--- src/rtl/tbd_pkg.sv ---
// Shared opcode definitions and instruction-class helpers for the
// fetch/assembler block and the execute stage.
package tbd_pkg;

   localparam logic [2:0] OP_OUT  = 3'b000;
   localparam logic [2:0] OP_ADD  = 3'b001;
   localparam logic [2:0] OP_ADDI = 3'b010;
   localparam logic [2:0] OP_SUB  = 3'b011;
   localparam logic [2:0] OP_LDI  = 3'b100;
   localparam logic [2:0] OP_AND  = 3'b101;
   localparam logic [2:0] OP_SHLI = 3'b110;
   localparam logic [2:0] OP_XORI = 3'b111;

   // True for opcodes that carry an immediate byte; the fetch block uses
   // this to size the instruction, the execute stage to pick operand B.
   function automatic logic op_has_imm(input logic [2:0] op);
      return (op == OP_ADDI) || (op == OP_LDI) || (op == OP_SHLI) || (op == OP_XORI);
   endfunction

   // Every opcode except OUT writes the register file.
   function automatic logic op_writes_rf(input logic [2:0] op);
      return op != OP_OUT;
   endfunction

   // OUT and LDI leave the condition flags untouched.
   function automatic logic op_sets_flags(input logic [2:0] op);
      return (op != OP_OUT) && (op != OP_LDI);
   endfunction

endpackage

--- src/rtl/exec_unit_reg_file.sv ---
// Register file: NREGS x WIDTH, two combinational read ports, one
// synchronous write port, asynchronous active-low clear of every entry.
module reg_file #(
   parameter int NREGS = 8,
   parameter int WIDTH = 8,
   localparam int AW   = $clog2(NREGS)
) (
   input  logic             clk,
   input  logic             rst_n,
   input  logic [AW-1:0]    rd_addr_a,
   output logic [WIDTH-1:0] rd_data_a,
   input  logic [AW-1:0]    rd_addr_b,
   output logic [WIDTH-1:0] rd_data_b,
   input  logic             wr_en,
   input  logic [AW-1:0]    wr_addr,
   input  logic [WIDTH-1:0] wr_data
);

   logic [WIDTH-1:0] regs [NREGS];

   genvar gi;
   generate
      for (gi = 0; gi < NREGS; gi++) begin : g_reg
         // One register per entry so the whole array clears on reset.
         always_ff @(posedge clk or negedge rst_n) begin
            if (!rst_n) begin
               regs[gi] <= '0;
            end else if (wr_en && (wr_addr == AW'(gi))) begin
               regs[gi] <= wr_data;
            end
         end
      end
   endgenerate

   assign rd_data_a = regs[rd_addr_a];
   assign rd_data_b = regs[rd_addr_b];

endmodule

--- src/rtl/exec_unit.sv ---
// Two-stage execute unit (E: read/compute, W: writeback/flags/output)
// with a single W->E forwarding path for register-writing ops.
module exec_unit
   import tbd_pkg::*;
#(
   parameter int NREGS = 8,
   parameter int WIDTH = 8
) (
   input  logic             clk,
   input  logic             rst_n,
   input  logic             op_valid,
   input  logic [2:0]       opcode,
   input  logic [2:0]       src_a,
   input  logic [2:0]       src_b,
   input  logic [2:0]       dest,
   input  logic [WIDTH-1:0] imm,
   output logic             out_valid,
   output logic [WIDTH-1:0] out_data,
   output logic             flag_z,
   output logic             flag_c
);

   // E/W pipeline registers
   logic             ex_valid;
   logic [2:0]       ex_op;
   logic [2:0]       ex_dest;
   logic [WIDTH-1:0] ex_result;
   logic             ex_c;

   logic [WIDTH-1:0] rd_a, rd_b;
   logic [WIDTH-1:0] opa, opb, opb_sel;
   logic             fwd_a, fwd_b, w_writes;
   logic [WIDTH-1:0] alu_result;
   logic             alu_c;
   logic [2*WIDTH-1:0] shifted;

   assign w_writes = ex_valid && op_writes_rf(ex_op);

   reg_file #(.NREGS(NREGS), .WIDTH(WIDTH)) u_rf (
      .clk       (clk),
      .rst_n     (rst_n),
      .rd_addr_a (src_a),
      .rd_data_a (rd_a),
      .rd_addr_b (src_b),
      .rd_data_b (rd_b),
      .wr_en     (w_writes),
      .wr_addr   (ex_dest),
      .wr_data   (ex_result)
   );

   // The array write from W lands at the same edge E samples, so E takes
   // the in-flight result directly when it targets a source register.
   assign fwd_a   = w_writes && (ex_dest == src_a);
   assign fwd_b   = w_writes && (ex_dest == src_b);
   assign opa     = fwd_a ? ex_result : rd_a;
   assign opb     = fwd_b ? ex_result : rd_b;
   assign opb_sel = op_has_imm(opcode) ? imm : opb;

   // ALU: result and carry/borrow for the op currently in E.
   always_comb begin
      alu_result = '0;
      alu_c      = 1'b0;
      shifted    = {{WIDTH{1'b0}}, opa} << imm[2:0];
      case (opcode)
         OP_OUT:           alu_result = opa;
         OP_ADD, OP_ADDI:  {alu_c, alu_result} = {1'b0, opa} + {1'b0, opb_sel};
         // Bit WIDTH of the widened difference is the unsigned borrow.
         OP_SUB:           {alu_c, alu_result} = {1'b0, opa} - {1'b0, opb};
         OP_LDI:           alu_result = imm;
         OP_AND:           alu_result = opa & opb;
         // Bit WIDTH of the widened shift is the last bit shifted out
         // (and is zero for a zero shift amount).
         OP_SHLI: begin
            alu_result = shifted[WIDTH-1:0];
            alu_c      = shifted[WIDTH];
         end
         OP_XORI:          alu_result = opa ^ imm;
         default:          alu_result = '0;
      endcase
   end

   // E stage: capture the computed result for writeback.
   always_ff @(posedge clk or negedge rst_n) begin
      if (!rst_n) begin
         ex_valid  <= 1'b0;
         ex_op     <= OP_OUT;
         ex_dest   <= '0;
         ex_result <= '0;
         ex_c      <= 1'b0;
      end else begin
         ex_valid <= op_valid;
         if (op_valid) begin
            ex_op     <= opcode;
            ex_dest   <= dest;
            ex_result <= alu_result;
            ex_c      <= alu_c;
         end
      end
   end

   // W stage: flags and the OUT port; the array write is in reg_file.
   always_ff @(posedge clk or negedge rst_n) begin
      if (!rst_n) begin
         out_valid <= 1'b0;
         out_data  <= '0;
         flag_z    <= 1'b0;
         flag_c    <= 1'b0;
      end else begin
         out_valid <= ex_valid && (ex_op == OP_OUT);
         if (ex_valid && (ex_op == OP_OUT)) begin
            out_data <= ex_result;
         end
         if (ex_valid && op_sets_flags(ex_op)) begin
            flag_z <= (ex_result == '0);
            flag_c <= ex_c;
         end
      end
   end

endmodule

--- config.mk ---
export PLATFORM = sky130hd
export DESIGN_NAME = exec_unit
export DESIGN_NICKNAME = d
export VERILOG_FILES = /design/src/rtl/tbd_pkg.sv /design/src/rtl/exec_unit_reg_file.sv /design/src/rtl/exec_unit.sv
export SDC_FILE = /design/constraint.sdc
export NUM_CORES = 1
export LEC_CHECK = 0
export CAP_MARGIN = 20
export CORE_MARGIN = 3
export CORE_UTILIZATION = 55
export CTS_CLUSTER_DIAMETER = 120
export DETAILED_ROUTE_END_ITERATION = 16
export GPL_TIMING_DRIVEN = 0
export PLACE_DENSITY = 0.81
export SLEW_MARGIN = 40
export SYNTH_ARGS = -nofsm -noshare
export SYNTH_HDL_FRONTEND = slang
export SYNTH_HIERARCHICAL = 1
export SYNTH_SLANG_ARGS = --single-unit
--- constraint.sdc ---
create_clock -name clk -period 3.75 [get_ports clk]
set_input_delay 0.75 -clock clk [delete_from_list [all_inputs] [get_ports clk]]
set_output_delay 0.75 -clock clk [all_outputs]
set_load 0.005 [all_outputs]
==> impl_metrics.ini <==
[global_route]
grt_max_degree = 63
grt_pass1_vias = 5287
grt_usage = 0.304
globalRoute.totalOverflow = 0
grt_pass1_wl_um = 29900
antenna_found_initial = 0

[sta]
slew_headroom = 0.470
fmax_mhz = 260
skew_ps = 10.7
fin_tns_setup_ps = -154
fin_ws_ps = -90.2
hold_violations = 0
finalCritPeriodShare = 1.02
finalSetupViolations = 3
worst_slew_pin_slew_ps = 792
grt_setup_unrepaired = true
slew_violations = 0
period_minus_slack_ps = 3840

[setup_path]
cp_cell_sequence = clkdlybuf4s50_1 -> xnor2_1 -> and4_1 -> buf_8 -> mux2i_4 -> buf_6 -> ha_4 -> fa_2 -> nor2b_1 -> o21ai_1 -> nand2b_1 -> a21oi_2 -> o21bai_2 -> xnor2_1 -> o221ai_1 -> a2111oi_2 -> nor2_1
max_stage_delay_ps = 490
timing.rr.start = u_rf/regs[48]$_DFFE_PN0P_
arrival_ps = 4060
critPathLaunch = src_a[1]
critical_path.max_fanout = 9
path_class = input port to flop
cp-start-kind = input port
worstPathRequired_ps = 3970
critPathCaptureType = flop
cp_num_buf_inv = 3
critical_path.top_delay_family = compound AO/OA/AOI/OAI gates
cp_common_cell = xnor2_1
cpMaxStageDelayCell = clkdlybuf4s50_1

[finish]
n_fill_cell = 713
diodes = 0
drive_gt1_frac = 0.373
syn_to_final_growth_pct = 23.5
finalNetCount = 659

[placed_design]
gp_congestion = 0.955
dp_hpwl_um = 12100
portBuffers = 31

[detailed_routing]
detail-route-antenna-nets = 0
wirelength_um = 19000
post-route-drc-count = 0
num_vias = 5197
drtIter0Drc = 531
wl_per_cell_um = 25.1
first_pass_iters = 5
viasPerCell = 6.85

[synthesis]
ys.flop_type = dfrtp_1
netlist.area_leader.share = 0.358
ys_seq_elements = 91
synthArstFlopShare = 1.00
yosys-top-cells-area = dfrtp_1 (36%), mux2_2 (18%), mux4_1 (12%), ha_1 (4.1%), mux2i_1 (3.3%)
syn_avg_cell_area_sq_um = 11.9
netlist_instances = 534
yosysWarnings = 6
mappedNetlistNets = 579
ys_types = 61
syn_area_sq_mm = 0.00636
yosysSeqAreaShare = 0.358
synth_edf_count = 0
yosys.area.top_type = dfrtp_1

[clock_network]
cts_root_buf = clkbuf_16
cts.sinks = 91
clk_pin_slew_ps = 70
clk_latency_ps = 350
numCtsBuffers = 9
clockBufferDepth = 2
cts_hold_buf = 0
cts_tree = yes
cts_max_level = 3

[floorplanning]
start_util = 0.574
core_sq_mm = 0.0111
io_pins = 34
die_h_um = 114
die_w_um = 114
die_area_sq_mm = 0.0129
rows = 38

[hold_path]
hold_path.class = input port to async pin

[power]
peakVddDrop_uv = 638
total_power_mw = 6.36
p_leak_nw = 3.29
powerDensity_mw_per_mm2 = 810

[flow_run]
cap_violations = 0

[status]
status = finished, violations left
violations = negative setup slack
stage by stage:
stage / hold slack [ps] / area [sq um] / setup WS (ps) / util / instances
global placement: 469 / 6900 / -1420 / 0.622 / 705
finish: 278 / 7850 / -90.2 / 0.708 / 759
floorplan: 454 / 6410 / -50.9 / - / 534
CTS: 282 / 7750 / -34.1 / 0.699 / 756
global route: 295 / 7850 / -223 / 0.708 / 759
detailed placement: 477 / 6930 / -1380 / 0.626 / 706
synthesized netlist by cell type (3+ instances only):
| cell | instances |
|---|---|
| inv_1 | 15 |
| ha_1 | 21 |
| o22ai_1 | 9 |
| nand2_1 | 19 |
| a31oi_1 | 7 |
| buf_6 | 3 |
| xnor2_1 | 16 |
| nor2_1 | 34 |
| nor2b_1 | 9 |
| buf_2 | 9 |
| nand3_1 | 4 |
| o211ai_1 | 3 |
| o221ai_1 | 4 |
| or3_1 | 4 |
| and3_1 | 3 |
| nor4bb_1 | 3 |
| mux4_1 | 29 |
| nor3_1 | 3 |
| buf_1 | 3 |
| xor2_1 | 5 |
| o21ai_0 | 16 |
| mux2_2 | 102 |
| nand4b_1 | 3 |
| a21oi_1 | 35 |
| mux4_2 | 3 |
| dfrtp_1 | 91 |
| clkbuf_1 | 15 |
| nand2b_1 | 3 |
| mux2i_1 | 21 |
layer usage:
metal	global-route usage	wire, um	up-vias
met5	0	0	-
met1	0.410	7880	2623
met3	0.0456	1480	58
met4	0.123	578	0
li1	-	-	2200
met2	0.495	9100	316
what timing repair did:
action	4_1_cts	5_1_grt
gates cloned	1	0
gates resized for setup	67	22
pin swaps	19	16
setup endpoints to repair	9	6
buffers inserted	34	3
worst reg2reg max path, cell delays in order, from the launching register on:
cell	delay (ps)
dfrtp_1	390
mux4_1	570
mux2_4	300
mux2_4	320
ha_4	180
fa_2	340
nor2b_1	120
o21ai_1	80
nand2b_1	170
a21oi_2	90
o21bai_2	190
xnor2_1	140
o221ai_1	130
a2111oi_2	390
nor2_1	80
logic make-up after synthesis:
logic type | count (synthesis) | synth area share
XOR/XNOR | 21 | 0.0289
AO/OA/AOI/OAI | 94 | 0.0925
adder cells (fa/ha/maj) | 23 | 0.0461
buffers and inverters | 49 | 0.0394
flip-flops | 91 | 0.358
AND/OR/NAND/NOR | 99 | 0.0835
multiplexers | 157 | 0.351
final timing paths:
kind                       depth (start not counted)                        end  slack, ps
max reg2reg                                       14   ex_result[6]$_DFFE_PN0P_        150
min reg2reg                                        2         flag_z$_DFFE_PN0P_        480
max                                               17   ex_result[6]$_DFFE_PN0P_        -90
min in group clk                                   2         flag_z$_DFFE_PN0P_        480
max in group asynchronous                          2       ex_op[2]$_DFFE_PN0P_       2870
min                                                1  u_rf/regs[39]$_DFFE_PN0P_        280
final cells by class:
class	instances	area, sq um	share of cell area
inverter	17	63.8	0.00813
tap	140	175	0.0223
buffer	31	256	0.0327
timing repair buffer	70	704	0.0897
sequential	91	2280	0.290
multi-input combinational	394	4080	0.519
clock inverter	3	46.3	0.00590
clock buffer	13	250	0.0319
registers in the layout, summed over array words and instances (netlist names):
register / cells
u_rf/regs: 64
ex_result: 8
out_data: 8
ex_dest: 3
ex_op: 3
ex_c: 1
ex_valid: 1
flag_c: 1
flag_z: 1
out_valid: 1
power by group:
group / switching, mW / leakage [nW] / internal, mW
clock: 0.381 / 0.140 / 0.538
sequential: 0.531 / 1.10 / 1.42
combinational: 1.65 / 2.05 / 1.83
total: 2.57 / 3.29 / 3.79
placed cells by master (no fill, tap or decap), types with 12 or more instances in the layout:
master and count:
buf_4 33, nor2_1 34, mux2i_1 12, a21oi_1 27, clkbuf_1 14, mux2_2 96
dfrtp_1 91, ha_1 15, nand2_1 19, clkdlybuf4s50_1 24, mux4_1 23, o21ai_0 13
xnor2_1 16
Power figures use the tool's default switching activity.
